--- config.mk ---
export PLATFORM = sky130hd
export DESIGN_NAME = iob_csr_sub
export DESIGN_NICKNAME = d
export VERILOG_FILES = /design/src/rtl/iob_csr_sub.sv
export SDC_FILE = /design/constraint.sdc
export NUM_CORES = 1
export LEC_CHECK = 0
export BUFFER_PORTS_ARGS = -buffer_cell sky130_fd_sc_hd__buf_2
export CAP_MARGIN = 5
export CORE_MARGIN = 2
export CORE_UTILIZATION = 36
export CTS_CLUSTER_SIZE = 16
export DETAILED_ROUTE_END_ITERATION = 6
export MAX_ROUTING_LAYER = met4
export SLEW_MARGIN = 20
export SYNTH_ARGS = -nofsm -noshare
export SYNTH_HDL_FRONTEND = slang
export SYNTH_SLANG_ARGS = --single-unit
--- constraint.sdc ---
create_clock -name clk_i -period 2.3 [get_ports clk_i]
set_input_delay 0.115 -clock clk_i [delete_from_list [all_inputs] [get_ports clk_i]]
set_output_delay 0.115 -clock clk_i [all_outputs]
set_load 0.05 [all_outputs]
--- src/rtl/iob_csr_sub.sv ---
// rtl/iob_csr_sub.sv - IOb native CSR subordinate with wait states, free-running counter and status
module iob_csr_sub #(
    parameter int ADDR_W      = 5,
    parameter int DATA_W      = 32,
    parameter int WAIT_CYCLES = 2
) (
    input  logic                clk_i,
    input  logic                arst_i,
    input  logic                cke_i,
    input  logic                iob_valid_i,
    input  logic [ADDR_W-1:0]   iob_addr_i,
    input  logic [DATA_W-1:0]   iob_wdata_i,
    input  logic [DATA_W/8-1:0] iob_wstrb_i,
    output logic                iob_ready_o,
    output logic                iob_rvalid_o,
    output logic [DATA_W-1:0]   iob_rdata_o
);

    localparam bit         NO_WAIT   = (WAIT_CYCLES == 0);
    localparam logic [3:0] WAIT_LOAD = (WAIT_CYCLES > 0) ? 4'(WAIT_CYCLES - 1) : 4'd0;

    typedef enum logic [1:0] {
        ST_IDLE,
        ST_WAIT,
        ST_ACK
    } state_t;

    state_t      state, state_nx;
    logic [3:0]  wcnt, wcnt_nx;

    logic [31:0] ctrl;
    logic [31:0] scratch;
    logic [31:0] count;
    logic [15:0] status_cnt;
    logic        status_err;

    logic        ready_raw;
    logic        accept;
    logic        wr_acc;
    logic        rd_acc;
    logic [2:0]  word;
    logic        unmapped;
    logic [31:0] wmask;
    logic        err_clr;
    logic [31:0] rd_word;
    logic        unused_addr;

    assign unused_addr = ^iob_addr_i;

    assign word     = iob_addr_i[4:2];
    assign unmapped = word[2];
    assign wmask    = {{8{iob_wstrb_i[3]}}, {8{iob_wstrb_i[2]}},
                       {8{iob_wstrb_i[1]}}, {8{iob_wstrb_i[0]}}};

    // Ready is suppressed while frozen or in reset so a request is never seen as
    // accepted unless its side effects actually commit on this edge.
    assign ready_raw   = ((state == ST_IDLE) && NO_WAIT && iob_valid_i) || (state == ST_ACK);
    assign iob_ready_o = ready_raw && cke_i && !arst_i;
    assign accept      = iob_ready_o && iob_valid_i;
    assign wr_acc      = accept && (iob_wstrb_i != '0);
    assign rd_acc      = accept && (iob_wstrb_i == '0);
    assign err_clr     = wr_acc && (word == 3'd3) && iob_wstrb_i[2] && iob_wdata_i[16];

    always_ff @(posedge clk_i) begin
        if (arst_i) begin
            state <= ST_IDLE;
            wcnt  <= 4'd0;
        end else if (cke_i) begin
            state <= state_nx;
            wcnt  <= wcnt_nx;
        end
    end

    always_comb begin
        state_nx = state;
        wcnt_nx  = wcnt;
        case (state)
            ST_IDLE: begin
                if (iob_valid_i && !NO_WAIT) begin
                    state_nx = ST_WAIT;
                    wcnt_nx  = WAIT_LOAD;
                end
            end
            ST_WAIT: begin
                if (!iob_valid_i) begin
                    state_nx = ST_IDLE;
                end else if (wcnt == 4'd0) begin
                    state_nx = ST_ACK;
                end else begin
                    wcnt_nx = wcnt - 4'd1;
                end
            end
            ST_ACK:  state_nx = ST_IDLE;
            default: state_nx = ST_IDLE;
        endcase
    end

    always_comb begin
        rd_word = 32'd0;
        case (word)
            3'd0:    rd_word = ctrl;
            3'd1:    rd_word = scratch;
            3'd2:    rd_word = count;
            3'd3:    rd_word = {15'd0, status_err, status_cnt};
            default: rd_word = 32'd0;
        endcase
    end

    always_ff @(posedge clk_i) begin
        if (arst_i) begin
            ctrl         <= 32'd0;
            scratch      <= 32'd0;
            count        <= 32'd0;
            status_cnt   <= 16'd0;
            status_err   <= 1'b0;
            iob_rvalid_o <= 1'b0;
            iob_rdata_o  <= '0;
        end else if (cke_i) begin
            // COUNT sees the enable as registered before this edge's CTRL write.
            if (ctrl[0]) begin
                count <= count + 32'd1;
            end
            if (wr_acc && (word == 3'd0)) begin
                ctrl <= (ctrl & ~wmask) | (iob_wdata_i[31:0] & wmask);
            end
            if (wr_acc && (word == 3'd1)) begin
                scratch <= (scratch & ~wmask) | (iob_wdata_i[31:0] & wmask);
            end
            if (wr_acc && (status_cnt != 16'hFFFF)) begin
                status_cnt <= status_cnt + 16'd1;
            end
            status_err   <= (accept && unmapped) || (status_err && !err_clr);
            iob_rvalid_o <= rd_acc;
            if (rd_acc) begin
                iob_rdata_o <= rd_word;
            end
        end
    end

endmodule
; ---- Word-level counts from Yosys, hierarchy flattened
; Index checks and enable logic that the tools add are counted.
; W data, S select, Z words.
[classes]
addsub = 3
n_eq_ne = 10
mux = 9
n_bitwise = 6
n_reduce_logical = 29
[ops]
columns = operator, n
row1 = $pmux W32 S4, 1
row2 = $and A32 B32 Y32, 3
row3 = $or A32 B32 Y32, 2
row4 = $add A32 B1 Y32 const B, 1
row5 = $not A32 Y32, 1
row6 = $add A16 B1 Y16 const B, 1
row7 = $ne A16 B16 Y1 const B, 1
row8 = $logic_and A1 B1 Y1, 13
row9 = $mux W4, 3
row10 = $reduce_and A2 Y1, 5
row11 = $logic_not A4 Y1, 2
row12 = $pmux W4 S2, 1
row13 = $eq A3 B2 Y1 const B, 2
row14 = $mux W2, 3
row15 = $ne A2 B2 Y1 const B, 3
row16 = $reduce_and A5 Y1, 1
row17 = $pmux W2 S2, 1
row18 = $reduce_bool A4 Y1, 1
row19 = $sub A4 B1 Y4 const B, 1
row20 = $eq A3 B1 Y1 const B, 1
row21 = $logic_not A3 Y1, 1
row22 = $ne A3 B3 Y1 const B, 1
row23 = $reduce_and A3 Y1, 1
row24 = $eq A2 B1 Y1 const B, 1
row25 = other kinds (5), 6
[totals]
ff_bits = 152
inputBits = 45
output_inout_bits = 34
elab_cells = 66

; ---- Longest topological paths before layout
[logic_depth]
word_depth = 11
mapped_depth = 8
mapped_depth_nobuf = 7

; ---- Worst setup path before layout
; No wires, ideal clock.
[synth_timing]
kind = register -> register
startpoint = register status_cnt[0]
endpoint = register status_cnt[4]
setup_time_ps = 128
arrival_time_ps = 1580
t_required_ps = 2172
path_slack_ps = 592
stages_incl_launch_ff = 8
path_buffers = 1
synth_period_minus_slack_ps = 1708
path_cell_list = dfxtp_1 > ha_1 > and3_1 > nor4b_1 > clkbuf_1 > nor4b_1 > xnor2_1 > nor2_1
[synth_between]
elab_chain_len = 3
elab_cells_between_ends = 4
cone_classes = 1 x add/sub / 1 x eq/ne / 2 x reduce/logical
[synth_rtl]
columns = element, line_no
row1 = from (decl), 34  ; logic [15:0] status_cnt;
row2 = from (signal assigned), 130  ; status_cnt <= status_cnt + 16'd1;
row3 = "parallel branches: the longest is 3 deep, another holds $add A16 B1 Y16", -
; Parallel ways; which one is timed is not known.
; A chain may end at the register's enable or synchronous reset.

; ---- Worst setup path in the final report
[layout_timing]
startpoint = register count[9]
endpoint = register count[31]
[layout_between]
elab_chain_len = 1
[layout_rtl]
columns = element, line_no
row1 = from (decl), 33  ; logic [31:0] count;
row2 = from (signal assigned), 121  ; count <= count + 32'd1;
row3 = $add A32 B1 Y32, 121
; No other way between the ends.

==> impl_metrics.json <==
{
  "run_status": "finished clean",
  "dpl.cell_count": 1029,
  "core_area_um2": 18150,
  "min_path_type": "in2reg",
  "max_stage_delay_ns": 0.64,
  "r2r_slack_ns": 0.29,
  "cts.sinks": 152,
  "yosysUniqueCellTypes": 41,
  "rows": 49,
  "grt_util_all_layers_pct": 16.97,
  "rr_endpoint": "count[31]$_SDFFE_PP0P_",
  "cts_root_buffer": "clkbuf_16",
  "peakVddDrop_mv": 0.5351,
  "drv_cap": 0,
  "netlist_area_um2": 6705,
  "r2r_start": "count[9]$_SDFFE_PP0P_",
  "maxSlewViolCount": 0,
  "grt_max_degree": 154,
  "crit_chain": "nand4_4 > or3_1 > nor2_1 > nand3_1 > mux2_2",
  "ant_nets": 0,
  "areaGrowthSynthToFinish_pct": 22.52,
  "seqCellArea_um2": 3043,
  "cts_tree": "yes",
  "seq_area_frac_synth_pct": 45.38,
  "period_needed_ns": 2.014,
  "h-tree-depth": 4,
  "insertion_delay_ns": 0.42,
  "die_width_um": 140.5,
  "yosysWarningCount": 0,
  "finalSetupTns_ns": 0,
  "cp-end-kind": "register",
  "grt_pass1_vias": 5080,
  "drive_above_1_share_pct": 16.90,
  "cts_max_path_buffers": 2,
  "initial_core_util_pct": 36.95,
  "clk_pin_slew_ns": 0.06,
  "fp.dieH_um": 140.5,
  "vias_per_cell": 5.005,
  "multi_input_area_um2": 3446,
  "gp_congestion": 0.7728,
  "synth_top_area_cell": "dfxtp_1",
  "final_cells": 1093,
  "hold_buffers": 32,
  "dr.first_iter.drc_count": 329,
  "routed-via-count": 5470,
  "cts_resized": 0,
  "setup_violations": 0,
  "antenna_found_initial": 0,
  "slew-limit-headroom_pct": 53.76,
  "grt_pass1_wl_um": 26010,
  "cellLeakagePower_nw": 3.414,
  "cp-start-kind": "register",
  "endpoint": "count[31]$_SDFFE_PP0P_",
  "worstPathMaxFanout": 14,
  "pre_cts_ws_ns": 0.2892,
  "dieArea_um2": 19730,
  "critPathArrivalTime_ns": 2.32,
  "numPortBuffers": 76,
  "grt.overflow.total": 0,
  "cp_slowest_cell": "or3_1",
  "fmax_mhz": 496.6,
  "fillCellCount": 1823,
  "synth_top_area_share_pct": 45.38,
  "layout_common_cells": "nor2_1, dfxtp_1, mux2i_1, buf_2, a21oi_1",
  "hold_viol": 0,
  "cts_buffers": 17,
  "pin_count": 79,
  "hpwl_um": 10660,
  "first_pass_iters": 4,
  "post_cts_buffers": 0,
  "syn_area_per_cell_um2": 8.905,
  "finClkSkew_ns": 0.006324,
  "rsz0062_at_grt": "no",
  "num_antenna_cells": 0,
  "rr_worst_depth": 5,
  "drc": 0,
  "final_nets": 899,
  "crit_start": "count[9]$_SDFFE_PP0P_",
  "finalWirelength_um": 15870,
  "worstPathRequired_ns": 2.61,
  "routedWlPerCell_um": 14.52,
  "syn_nets": 801,
  "worstSetupPathType": "reg2reg",
  "powerDensity_nw_per_um2": 671.5,
  "postSynthCellCount": 753,
  "synth_area_leaders": "dfxtp_1, mux2i_1, nor2_1",
  "synth-seq-cells": 152,
  "setup_ws_ns": 0.2863,
  "worst_pin_slew_ns": 0.6936,
  "fin_crit_sh_pct": 87.55
}
-- per-stage QoR --
step	instance area (µm²)	util, %	hold WS, ns	power, W
6_report	8215	45.27	0.05058	0.005516
5_1_grt	8215	45.27	0.07053	0.005715
4_1_cts	8215	45.27	0.03847	0.005586
3_5_place_dp	7336	40.42	0.3695	0.002890
3_3_place_gp	7336	40.42	0.3650	0.002891
2_1_floorplan	6705	-	0.2589	0.002806
-- worst min path at each step --
stage / startpoint / to / cells after the start
2_1_floorplan: iob_wdata_i[25] / register / 2
3_3_place_gp: iob_wdata_i[29] / register / 3
3_5_place_dp: iob_wdata_i[8] / register / 3
4_1_cts: cke_i / count[1]$_SDFFE_PP0P_ / 3
5_1_grt: cke_i / count[1]$_SDFFE_PP0P_ / 3
6_report: cke_i / count[1]$_SDFFE_PP0P_ / 3
-- cell type report --
type,instances,share of cell area (%)
sequential,152,37.04
clock inverter,10,1.157
timing repair buffer,125,10.27
multi-input combinational,545,41.94
tap,229,3.488
clock buffer,22,5.650
inverter,10,0.4569
-- critical path, delay by kind of cell, from the launching register on --
| family | cells | cell delay, ns |
|---|---|---|
| AND/OR/NAND/NOR | 4 | 1.19 |
| multiplexers | 1 | 0.27 |
| flip-flops | 1 | 0.44 |
-- report_power, final --
group	internal (W)	switching [W]	leakage [nW]
clock	0.00155	0.00110	0.259
combinational	0.0000955	0.000132	1.93
sequential	0.00264	0.00000597	1.22
-- layer usage --
metal | GRT usage, % | wire length [µm]
met3 | 3.692 | 672
met5 | - | 0
met1 | 23.71 | 7915
met2 | 24.77 | 7081
met4 | 4.789 | 195
-- logic make-up after synthesis --
family / count (synthesis) / share of synthesized area [%]
buf+inv: 56 / 3.452
simple gates: 303 / 22.82
xor+xnor: 43 / 5.617
mux: 82 / 12.28
flops: 152 / 45.38
fa+ha+maj: 3 / 0.5599
compound gates: 114 / 9.890
-- Yosys cell counts --
cell and instances:
buf_6 1, nor3b_2 2, or3_2 1, nor2b_1 3, xor2_1 8, ha_1 3
nor3b_1 3, a21oi_1 72, nand3_2 8, o211ai_1 1, nor4_2 3, buf_2 10
inv_1 10, nand4_4 2, or3_1 18, a22oi_1 35, nor4b_1 2, and2_1 3
buf_1 3, nor3_2 2, mux2_2 2, clkbuf_1 31, clkbuf_2 1, and3_1 4
xnor2_1 35, nor4bb_1 1, nand3b_1 1, nor4_1 9, nor4_4 1, and4_1 6
nor3_1 16, nand3_1 15, and3b_1 1, o21ai_0 5, o31ai_1 1, nand2_1 38
dfxtp_1 152, nor2_1 152, nand4b_1 1, mux2i_1 80, nand4_1 11
(Power assumes the default switching activity.)
